--- src/rtl/phase_controller_pkg.sv ---
// ctrl_pkg: shared state, opcode and mux-select encodings for the phase controller
package ctrl_pkg;

    localparam logic [2:0] ST_IDLE   = 3'd0;
    localparam logic [2:0] ST_FETCH  = 3'd1;
    localparam logic [2:0] ST_DECODE = 3'd2;
    localparam logic [2:0] ST_EXEC   = 3'd3;
    localparam logic [2:0] ST_MEM    = 3'd4;
    localparam logic [2:0] ST_WB     = 3'd5;
    localparam logic [2:0] ST_HALT   = 3'd6;

    localparam logic [1:0] OP_LD  = 2'b00;
    localparam logic [1:0] OP_ST  = 2'b01;
    localparam logic [1:0] OP_IMM = 2'b10;
    localparam logic [1:0] OP_BR  = 2'b10;
    localparam logic [1:0] OP_ALU = 2'b11;

    localparam logic [2:0] OP2_LDI  = 3'b000;
    localparam logic [2:0] OP2_ADDI = 3'b001;
    localparam logic [2:0] OP2_SUBI = 3'b010;
    localparam logic [2:0] OP2_B    = 3'b100;
    localparam logic [2:0] OP2_BC   = 3'b111;

    localparam logic [3:0] ALU_ADD = 4'd0;
    localparam logic [3:0] ALU_SUB = 4'd1;
    localparam logic [3:0] ALU_AND = 4'd2;
    localparam logic [3:0] ALU_OR  = 4'd3;
    localparam logic [3:0] ALU_XOR = 4'd4;
    localparam logic [3:0] ALU_CMP = 4'd5;
    localparam logic [3:0] ALU_MOV = 4'd6;
    localparam logic [3:0] ALU_SLL = 4'd8;
    localparam logic [3:0] ALU_SLR = 4'd9;
    localparam logic [3:0] ALU_SRL = 4'd10;
    localparam logic [3:0] ALU_SRR = 4'd11;
    localparam logic [3:0] ALU_HLT = 4'd15;

    localparam logic PC_SEL_INC = 1'b0;
    localparam logic PC_SEL_ALU = 1'b1;
    localparam logic WB_SEL_ALU = 1'b0;
    localparam logic WB_SEL_MEM = 1'b1;

endpackage

--- src/rtl/phase_controller_if.sv ---
// phase_controller_if: memory bus between the sequencer (master) and memory (slave)
interface phase_controller_if #(parameter int WIDTH = 16);

    logic             mem_req;
    logic             mem_we;
    logic             addr_sel;
    logic [WIDTH-1:0] mem_rdata;
    logic             mem_ready;

    modport master (output mem_req, output mem_we, output addr_sel,
                    input mem_rdata, input mem_ready);
    modport slave  (input mem_req, input mem_we, input addr_sel,
                    output mem_rdata, output mem_ready);

endinterface

--- src/rtl/phase_controller_instr_class_decode.sv ---
// instr_class_decode: classifies the instruction register into control classes
module instr_class_decode
    import ctrl_pkg::*;
(
    input  logic [15:0] ir,
    output logic        is_load,
    output logic        is_store,
    output logic        writes_reg,
    output logic        writes_flags,
    output logic        is_branch,
    output logic        is_hlt
);

    logic [1:0] op1;
    logic [2:0] op2;
    logic [3:0] opc;
    logic       alu_arith;
    logic       unused_fields;

    assign op1 = ir[15:14];
    assign op2 = ir[13:11];
    assign opc = ir[7:4];
    assign unused_fields = ^{ir[10:8], ir[3:0]};

    // shifts 8-11 share flag/writeback behaviour with the arithmetic group
    assign alu_arith = (opc >= ALU_SLL) && (opc <= ALU_SRR);

    // class flags; HLT itself is recognised by the ALU, so only the ALU class qualifies it here
    always_comb begin
        is_load      = op1 == OP_LD;
        is_store     = op1 == OP_ST;
        writes_flags = (op1 == OP_ALU && (opc <= ALU_MOV || alu_arith))
                    || (op1 == OP_IMM && (op2 == OP2_ADDI || op2 == OP2_SUBI));
        writes_reg   = (op1 == OP_ALU && (opc <= ALU_XOR || opc == ALU_MOV || alu_arith))
                    || op1 == OP_LD
                    || (op1 == OP_IMM && (op2 == OP2_LDI || op2 == OP2_ADDI || op2 == OP2_SUBI));
        is_branch    = op1 == OP_BR && (op2 == OP2_B || op2 == OP2_BC);
        is_hlt       = op1 == OP_ALU;
    end

endmodule

--- src/rtl/phase_controller.sv ---
// phase_controller: multi-cycle fetch/decode/execute/memory/writeback sequencer
module phase_controller
    import ctrl_pkg::*;
#(
    parameter int         WIDTH      = 16,
    parameter logic [3:0] FLAG_RESET = 4'b0000
) (
    input  logic               clk,
    input  logic               rst,
    input  logic               start,
    input  logic               step_mode,
    phase_controller_if.master bus,
    input  logic               alu_s,
    input  logic               alu_z,
    input  logic               alu_c,
    input  logic               alu_v,
    input  logic               alu_hlt,
    output logic [WIDTH-1:0]   ir,
    output logic [3:0]         flags,
    output logic               alu_le,
    output logic               reg_we,
    output logic               wb_sel,
    output logic               pc_we,
    output logic               pc_sel,
    output logic [2:0]         phase,
    output logic               halted
);

    logic [2:0] state;
    logic [2:0] state_nx;
    logic       is_load;
    logic       is_store;
    logic       writes_reg;
    logic       writes_flags;
    logic       is_branch;
    logic       is_hlt;

    instr_class_decode u_dec (
        .ir           (ir[15:0]),
        .is_load      (is_load),
        .is_store     (is_store),
        .writes_reg   (writes_reg),
        .writes_flags (writes_flags),
        .is_branch    (is_branch),
        .is_hlt       (is_hlt)
    );

    // next-state selection; start, mem_ready and alu_hlt only matter in their own phases
    always_comb begin
        state_nx = state;
        case (state)
            ST_IDLE:   state_nx = start ? ST_FETCH : ST_IDLE;
            ST_FETCH:  state_nx = bus.mem_ready ? ST_DECODE : ST_FETCH;
            ST_DECODE: state_nx = ST_EXEC;
            ST_EXEC:   state_nx = (alu_hlt && is_hlt) ? ST_HALT
                                : (is_load || is_store) ? ST_MEM : ST_WB;
            ST_MEM:    state_nx = bus.mem_ready ? ST_WB : ST_MEM;
            ST_WB:     state_nx = step_mode ? ST_IDLE : ST_FETCH;
            ST_HALT:   state_nx = start ? ST_FETCH : ST_HALT;
            default:   state_nx = ST_IDLE;
        endcase
    end

    // state, instruction register and flag register
    always_ff @(posedge clk) begin
        if (rst) begin
            state <= ST_IDLE;
            ir    <= '0;
            flags <= FLAG_RESET;
        end else begin
            state <= state_nx;
            if (state == ST_FETCH && bus.mem_ready)
                ir <= bus.mem_rdata;
            if (state == ST_EXEC && writes_flags)
                flags <= {alu_s, alu_z, alu_c, alu_v};
        end
    end

    // strobes decoded from the current phase and instruction class
    always_comb begin
        bus.mem_req  = state == ST_FETCH || state == ST_MEM;
        bus.addr_sel = state == ST_MEM;
        bus.mem_we   = state == ST_MEM && is_store;
        alu_le       = state == ST_EXEC;
        reg_we       = state == ST_WB && writes_reg;
        wb_sel       = (state == ST_WB && is_load) ? WB_SEL_MEM : WB_SEL_ALU;
        pc_we        = (state == ST_FETCH && bus.mem_ready) || (state == ST_WB && is_branch);
        pc_sel       = (state == ST_WB && is_branch) ? PC_SEL_ALU : PC_SEL_INC;
        halted       = state == ST_HALT;
        phase        = state;
    end

endmodule

--- src/flat_wrapper.sv ---
// flat-port wrapper written by rule: the top's interface ports become plain ports
module phase_controller_flat import ctrl_pkg::*;
#(
    parameter int         WIDTH      = 16,
    parameter logic [3:0] FLAG_RESET = 4'b0000
)
  (clk, rst, start, step_mode, alu_s, alu_z, alu_c, alu_v, alu_hlt, ir, flags, alu_le, reg_we, wb_sel, pc_we, pc_sel, phase, halted, bus_mem_req, bus_mem_we, bus_addr_sel, bus_mem_rdata, bus_mem_ready);
  phase_controller_if #(.WIDTH(WIDTH)) bus_i ();
  input  logic clk;
  input  logic rst;
  input  logic start;
  input  logic step_mode;
  input  logic alu_s;
  input  logic alu_z;
  input  logic alu_c;
  input  logic alu_v;
  input  logic alu_hlt;
  output logic [WIDTH-1:0] ir;
  output logic [3:0] flags;
  output logic alu_le;
  output logic reg_we;
  output logic wb_sel;
  output logic pc_we;
  output logic pc_sel;
  output logic [2:0] phase;
  output logic halted;
  output wire logic [$bits(bus_i.mem_req)-1:0] bus_mem_req;
  output wire logic [$bits(bus_i.mem_we)-1:0] bus_mem_we;
  output wire logic [$bits(bus_i.addr_sel)-1:0] bus_addr_sel;
  input wire logic [$bits(bus_i.mem_rdata)-1:0] bus_mem_rdata;
  input wire logic [$bits(bus_i.mem_ready)-1:0] bus_mem_ready;
  assign bus_mem_req = bus_i.mem_req;
  assign bus_mem_we = bus_i.mem_we;
  assign bus_addr_sel = bus_i.addr_sel;
  assign bus_i.mem_rdata = bus_mem_rdata;
  assign bus_i.mem_ready = bus_mem_ready;
  phase_controller #(.WIDTH(WIDTH), .FLAG_RESET(FLAG_RESET)) u_core (.clk(clk), .rst(rst), .start(start), .step_mode(step_mode), .bus(bus_i), .alu_s(alu_s), .alu_z(alu_z), .alu_c(alu_c), .alu_v(alu_v), .alu_hlt(alu_hlt), .ir(ir), .flags(flags), .alu_le(alu_le), .reg_we(reg_we), .wb_sel(wb_sel), .pc_we(pc_we), .pc_sel(pc_sel), .phase(phase), .halted(halted));
endmodule
--- config.mk ---
export PLATFORM = sky130hd
export DESIGN_NAME = phase_controller_flat
export DESIGN_NICKNAME = d
export VERILOG_FILES = /design/src/rtl/phase_controller_pkg.sv /design/src/rtl/phase_controller_if.sv /design/src/rtl/phase_controller_instr_class_decode.sv /design/src/rtl/phase_controller.sv /design/src/flat_wrapper.sv
export SDC_FILE = /design/constraint.sdc
export NUM_CORES = 1
export LEC_CHECK = 0
export ABC_AREA = 0
export BUFFER_PORTS_ARGS = -buffer_cell sky130_fd_sc_hd__clkbuf_2
export CAP_MARGIN = 20
export CORE_UTILIZATION = 43
export CTS_BUF_LIST = sky130_fd_sc_hd__clkbuf_4 sky130_fd_sc_hd__clkbuf_8 sky130_fd_sc_hd__clkbuf_16
export DETAILED_ROUTE_END_ITERATION = 10
export PLACE_DENSITY = 0.8
export SKIP_CTS_REPAIR_TIMING = 1
export SYNTH_ARGS = -nofsm -noshare
export SYNTH_HDL_FRONTEND = slang
export SYNTH_SLANG_ARGS = --single-unit
--- constraint.sdc ---
create_clock -name clk -period 2.05 [get_ports clk]
set_clock_uncertainty 0.15 [all_clocks]
set_input_delay 0.1025 -clock clk [delete_from_list [all_inputs] [get_ports clk]]
set_output_delay 0.1025 -clock clk [all_outputs]
set_load 0.02 [all_outputs]
==> key figures, run 1 <==
Worst setup path
  – Startpoint class of the critical path: flop
  – CP max-delay cell: dfxtp_1
  – CP delay by family, top: simple AND/OR/NAND/NOR gates
  – WS Path Type: flop to primary output
  – Critical path cell sequence: and2b_4 -> nand3_2 -> nand2b_1 -> clkbuf_2
  – Setup crit end kind: primary output
  – R2r setup slk: 280 ps
  – Worst Path Arrival: 1580 ps
  – Crit path buf inv count: 1
  – Worst Path Required: 1800 ps
  – CP Max Fanout: 11
  – Crit path largest cell delay: between 500 and 600 ps

Place
  – PortBufs: 57
  – Detail Placement HPWL: 1.96 mm
  – Placement Cell Area: 1370 um2
  – Routability cong.: 0.824

Layout
  – Layout fillers: 196
  – Total inserted antenna cells: 0
  – Sequential cell area: 460 um2
  – Post-route cell area: 1610 um2
  – Layout net count: 242
  – Fraction of layout cells with a size suffix above 1: 32.1%
  – Area of the multi-input gates: 557 um2
  – Area growth syn-to-layout: 51.1%

Detailed routing
  – DR DRC count: 0
  – Via density: 5.08
  – Initial drt markers: 15
  – Met1 WL: 1.26 mm
  – Detail Route met2 WL: 1.44 mm
  – Drt pass-1 iters: 4
  – Top Metal Used: met4
  – Detailed-route via count: 1235
  – Routed wire length: 2.87 mm
  – Post-route ant nets: 0
  – WL per Instance: 11.8 um
  – Metal3 WL: 132 um

Logic synthesis
  – Syn nets: 164
  – Syn Std Cell Area: 1060 um2
  – Synth area leaders: dfxtp_1 43%, nand2_1 13%, a21oi_1 11%
  – Syn. warnings: 0
  – Asr flop ratio synth: 0%
  – Synth unique cells: 27
  – Sequential area share after synthesis: 43.2%
  – Synth area leader: dfxtp_1
  – Dominant synthesized flop cell: dfxtp_1
  – Post-synth top cells: 37 x nand2_1, 23 x a21oi_1, 23 x dfxtp_1
  – Synth Instances: 138
  – Post-synth EDFFs: 0
  – Mean Syn Cell Area: 7.72 um2
  – Share of the synthesized area in the top cell type: between 40% and 50%
  – Count leader, synth: nand2_1
  – Yosys reg bits: 23

Clock network
  – CTS tree: yes
  – Clock root cell: clkbuf_4
  – Clk_lat worst skew: 310 ps
  – H-tree levels: 1
  – Clock Sinks: 23
  – CTS Buffer Depth: 2
  – CTS buffer count: 3
  – Clk pin slew, worst setup/hold paths: 130 ps

Pwr
  – Clk pwr share: 23.8%
  – Pint: approximately 0.63 mW
  – Comb pwr share: between 20% and 30%
  – Sw power: roughly 0.27 mW
  – Sequential fraction of design power: 54.7%
  – Sw frac: 29.7%
  – VDD IR max: between 0.0005 and 0.0006 V
  – P_leak: 0.707 nW
  – Power Density: between 500 and 600 nW/um2

Timing
  – # setup viols final: 0
  – F_max: 544 MHz
  – Crit path time final: 1840 ps
  – Final Max Tran Viols: 0
  – Final period utilization: roughly nine tenths
  – Sum Neg Setup Slack: 0 ps
  – Rel. slew slack: 61.1%
  – Hold Violations, Final: 0
  – Tightest Pin Transition: 583 ps
  – RSZ-0062 raised after global routing: no

Floorplan
  – FP Rows: 17
  – # IOs: 58
  – Total core area: 2280 um2
  – Starting Density: 46.8%
  – Die extent in x: between 50 and 60 um
  – Height of the die: 51.8 um
  – Die area: ~2700 um2

GRT
  – Gr ovfl total: 0
  – First-pass GRT wire length: 4.02 mm
  – Total GRT Usage: 20.0%
  – Initial antenna violation count: 0
  – Vias in the first global route: 957
  – Largest net degree at the start of global routing: 27

Hold path
  – Worst Hold Class: input port to flop

Outcome
  – Outcome: finished, final reports clean

Job
  – Max Cap Viol: 0
-- cell type report --
type,count,area share [%]
Multi-Input combinational cell,103,34.6
Timing Repair Buffer,80,31.7
Sequential cell,23,28.6
Tap cell,28,2.18
Clock buffer,3,1.40
Inverter,5,1.17
Clock inverter,1,0.311
-- path summary, 6_finish.rpt --
path / cells after the start / from / to
setup / recovery: 4 / u_core.phase[0] / pc_we
hold / removal: 3 / bus_mem_ready / u_core.phase[0]
hold reg to reg: 2 / u_core.ir[0] / u_core.ir[0]
setup reg to reg: 3 / u_core.phase[1] / u_core.phase[1]
-- routing by layer --
layer	track usage (%)	vias to the layer above
met1	24.9	568
met4	6.76	0
met2	34.2	41
met5	0	-
li1	-	620
met3	3.80	6
-- worst min-delay path, cell delays in order --
cell	delay [ps]
clkbuf_2	120
a21oi_1	150
o31a_1	140
-- state kept, by name, indices dropped and copies added, names as in the netlist --
register and cells:
u_core.flags 4, u_core.ir 16, u_core.phase 3
-- power groups by stage --
stage / Combinational [mW] / Clock (mW) / Sequential, mW
global route: 0.212 / 0.234 / 0.493
finish: 0.193 / 0.213 / 0.490
CTS: 0.160 / 0.215 / 0.490
floorplan: 0.0823 / 0 / 0.514
detailed placement: 0.159 / 0 / 0.500
global placement: 0.157 / 0 / 0.498
-- metrics by stage --
step / setup slack (ps) / std cells / power [mW] / utilization, % / hold WS (ps)
CTS: 71.8 / 222 / 0.864 / 61.2 / -160
global route: 104 / 243 / 0.939 / 70.7 / 93.9
global placement: 329 / 218 / 0.655 / 60.0 / 178
finish: 213 / 243 / 0.896 / 70.7 / 70.7
floorplan: 309 / 138 / 0.596 / - / 88.5
detailed placement: 299 / 218 / 0.659 / 60.0 / 184
-- cell families after synthesis --
group	count (synthesis)	synth area share (%)
simple gates	66	29.7
flops	23	43.2
xor+xnor	1	0.823
mux	4	3.76
compound gates	32	17.5
buf+inv	12	4.94
-- cell usage in the layout (no fill, tap or decap), types with 2 or more instances in the layout --
cell type,count
clkbuf_4,3
nor2_1,4
nand2b_1,11
o31a_1,2
mux2i_1,4
nand3_1,3
inv_1,5
dfxtp_1,23
clkbuf_2,57
and3_1,2
dlygate4sd3_1,21
buf_4,2
a21oi_1,23
o21ai_0,3
nand2_1,37
(Power assumes the default switching activity.)
==> inputs of run 2 (changes only) <==
--- a/constraint.sdc
+++ b/constraint.sdc
@@ -3,3 +3,3 @@
 set_input_delay 0.1025 -clock clk [delete_from_list [all_inputs] [get_ports clk]]
 set_output_delay 0.1025 -clock clk [all_outputs]
-set_load 0.02 [all_outputs]
+set_load 0.05 [all_outputs]
==> run 2 against run 1 <==
  * Clock-buffer cell count unchanged
  * Utilization up 1.9 points
  * Sequential power down 0.8%
  * Flip-flop and latch count unchanged
  * Combinational power up 37%
  * Via count down 3.5%
  * Global-route usage down 0.52 points
  * Worst hold slack better by 29 ps
  * Wire length up 2.0%
  * Highest routed layer unchanged
  * Critical endpoint unchanged
==> key figures, run 2 (synthesized netlist as in run 1, its figures left out) <==
Outcome
  – Outcome: finished, final reports clean

GRT
  – Total GRT Usage: roughly a fifth
  – Grt met3 use: 4.39%
  – GRT Max-Usage Layer: met2
  – Largest net degree at the start of global routing: 27
  – Vias in the first global route: 916
  – First-pass GRT wire length: 3.90 mm
  – Gr ovfl total: 0
  – Initial antenna violation count: 0
  – Met2 Resource Use GR: a little over a third
  – Met1 Use GR: a little under a quarter

Worst setup path
  – WS Path Type: flop to primary output
  – Worst Path Arrival: 1660 ps
  – Worst Path Required: 1800 ps
  – Reg2Reg Depth: 4
  – CP Max Fanout: 9
  – Startpoint class of the critical path: flop
  – Setup crit end kind: primary output

Pwr
  – VDD IR max: 0.000592 V
  – Power Density: 574 nW/um2
  – P_leak: about 0.72 nW

Timing
  – F_max: 523 MHz
  – Sum Neg Setup Slack: 0 ps
  – Final Max Tran Viols: 0
  – Tightest Pin Transition: 451 ps
  – RSZ-0062 raised after global routing: no
  – Hold Violations, Final: 0
  – Hold Slack: around 100 ps
  – Crit path time final: between 1500 and 2000 ps
  – Final period utilization: about 93%
  – Rel. slew slack: 69.9%
  – # setup viols final: 0

Layout
  – Finished Core Util: 72.6%
  – Post-Layout Cell Count: 245
  – Layout net count: 244
  – Post-route cell area: approximately 1700 um2
  – Largest register FFs: 16
  – Fraction of layout cells with a size suffix above 1: around a third
  – Commonest non-fill, non-tap cells in the layout: 57 x clkbuf_2, 37 x nand2_1, 22 x a21oi_1, 22 x dfxtp_1, 21 x dlygate4sd3_1
  – Leading cell type in the layout, fill and taps excluded: clkbuf_2
  – Area growth syn-to-layout: 55.2%
  – Total inserted antenna cells: 0
  – Most flops, register: u_core.ir

Hold path
  – Worst hold path depth: 4
  – Worst Hold Class: input port to flop

Detailed routing
  – Via density: 4.87
  – Detailed-route via count: 1192
  – WL per Instance: 12.0 um
  – Initial drt markers: 41
  – DR DRC count: 0
  – Drt pass-1 iters: 4
  – Routed wire length: 2.93 mm
  – Post-route ant nets: 0

Floorplan
  – Starting Density: 46.8%
  – FP Rows: 17
  – Die extent in x: approximately 52 um
  – # IOs: 58
  – Total core area: approximately 2300 um2
  – Height of the die: 51.8 um
  – Die area: 2680 um2

Place
  – Routability cong.: 0.830
  – PortBufs: 57
  – Placement Cell Area: 1420 um2
  – Detail Placement HPWL: between 2 and 2.5 mm
  – Placed insts: 220

Clock network
  – Clock Sinks: 23
  – Clk pin slew, worst setup/hold paths: 120 ps
  – CTS buffer count: 3
  – Clock root cell: clkbuf_4
  – CTS tree: yes
  – Clk_lat worst skew: 300 ps
  – CTS Buffer Depth: 2
  – H-tree levels: 1

Job
  – Max Cap Viol: 0
run 2: where the power goes:
group          leakage [nW]  total [mW]  internal [mW]  switching (mW)
clock network        0.0177       0.200         0.0727           0.127
registers             0.187       0.486          0.466          0.0194
logic                 0.514       0.264         0.0979           0.166
run 2: stage by stage:
step / power [mW] / worst slack (ps)
after global routing: 1.00 / 50.3
after detailed placement: 0.726 / 389
after global placement: 0.720 / 462
after CTS: 0.923 / 132
after floorplan: 0.654 / -60.8
final: 0.949 / 137
run 2: layout make-up:
type	instances	area [um2]
inverters	5	18.8
well taps	28	35.0
fillers	170	623
clock buffers	3	22.5
flip-flops and latches	23	462
repair buffers	82	538
multi-input cells	103	572
clock inverters	1	5.00
run 2: path summary, 6_finish.rpt:
kind	startpoint	end	slack, ps
max	u_core.ir[14]	pc_we	140
min	alu_hlt	u_core.phase[0]	100
max reg2reg	u_core.ir[14]	u_core.flags[2]	360
min reg2reg	u_core.ir[9]	u_core.ir[9]	310
run 2: per-layer routing:
layer / up-vias / wire length, um
li1: 619 / -
met1: 519 / 1220
met2: 50 / 1530
met3: 4 / 149
met4: 0 / 33
met5: - / 0
run 2: critical path: stages (launching register included):
cell and delay (ps):
dfxtp_1 510, nand2b_1 200, nor2_1 50, and3_2 210
nand2b_2 160, clkbuf_2 230
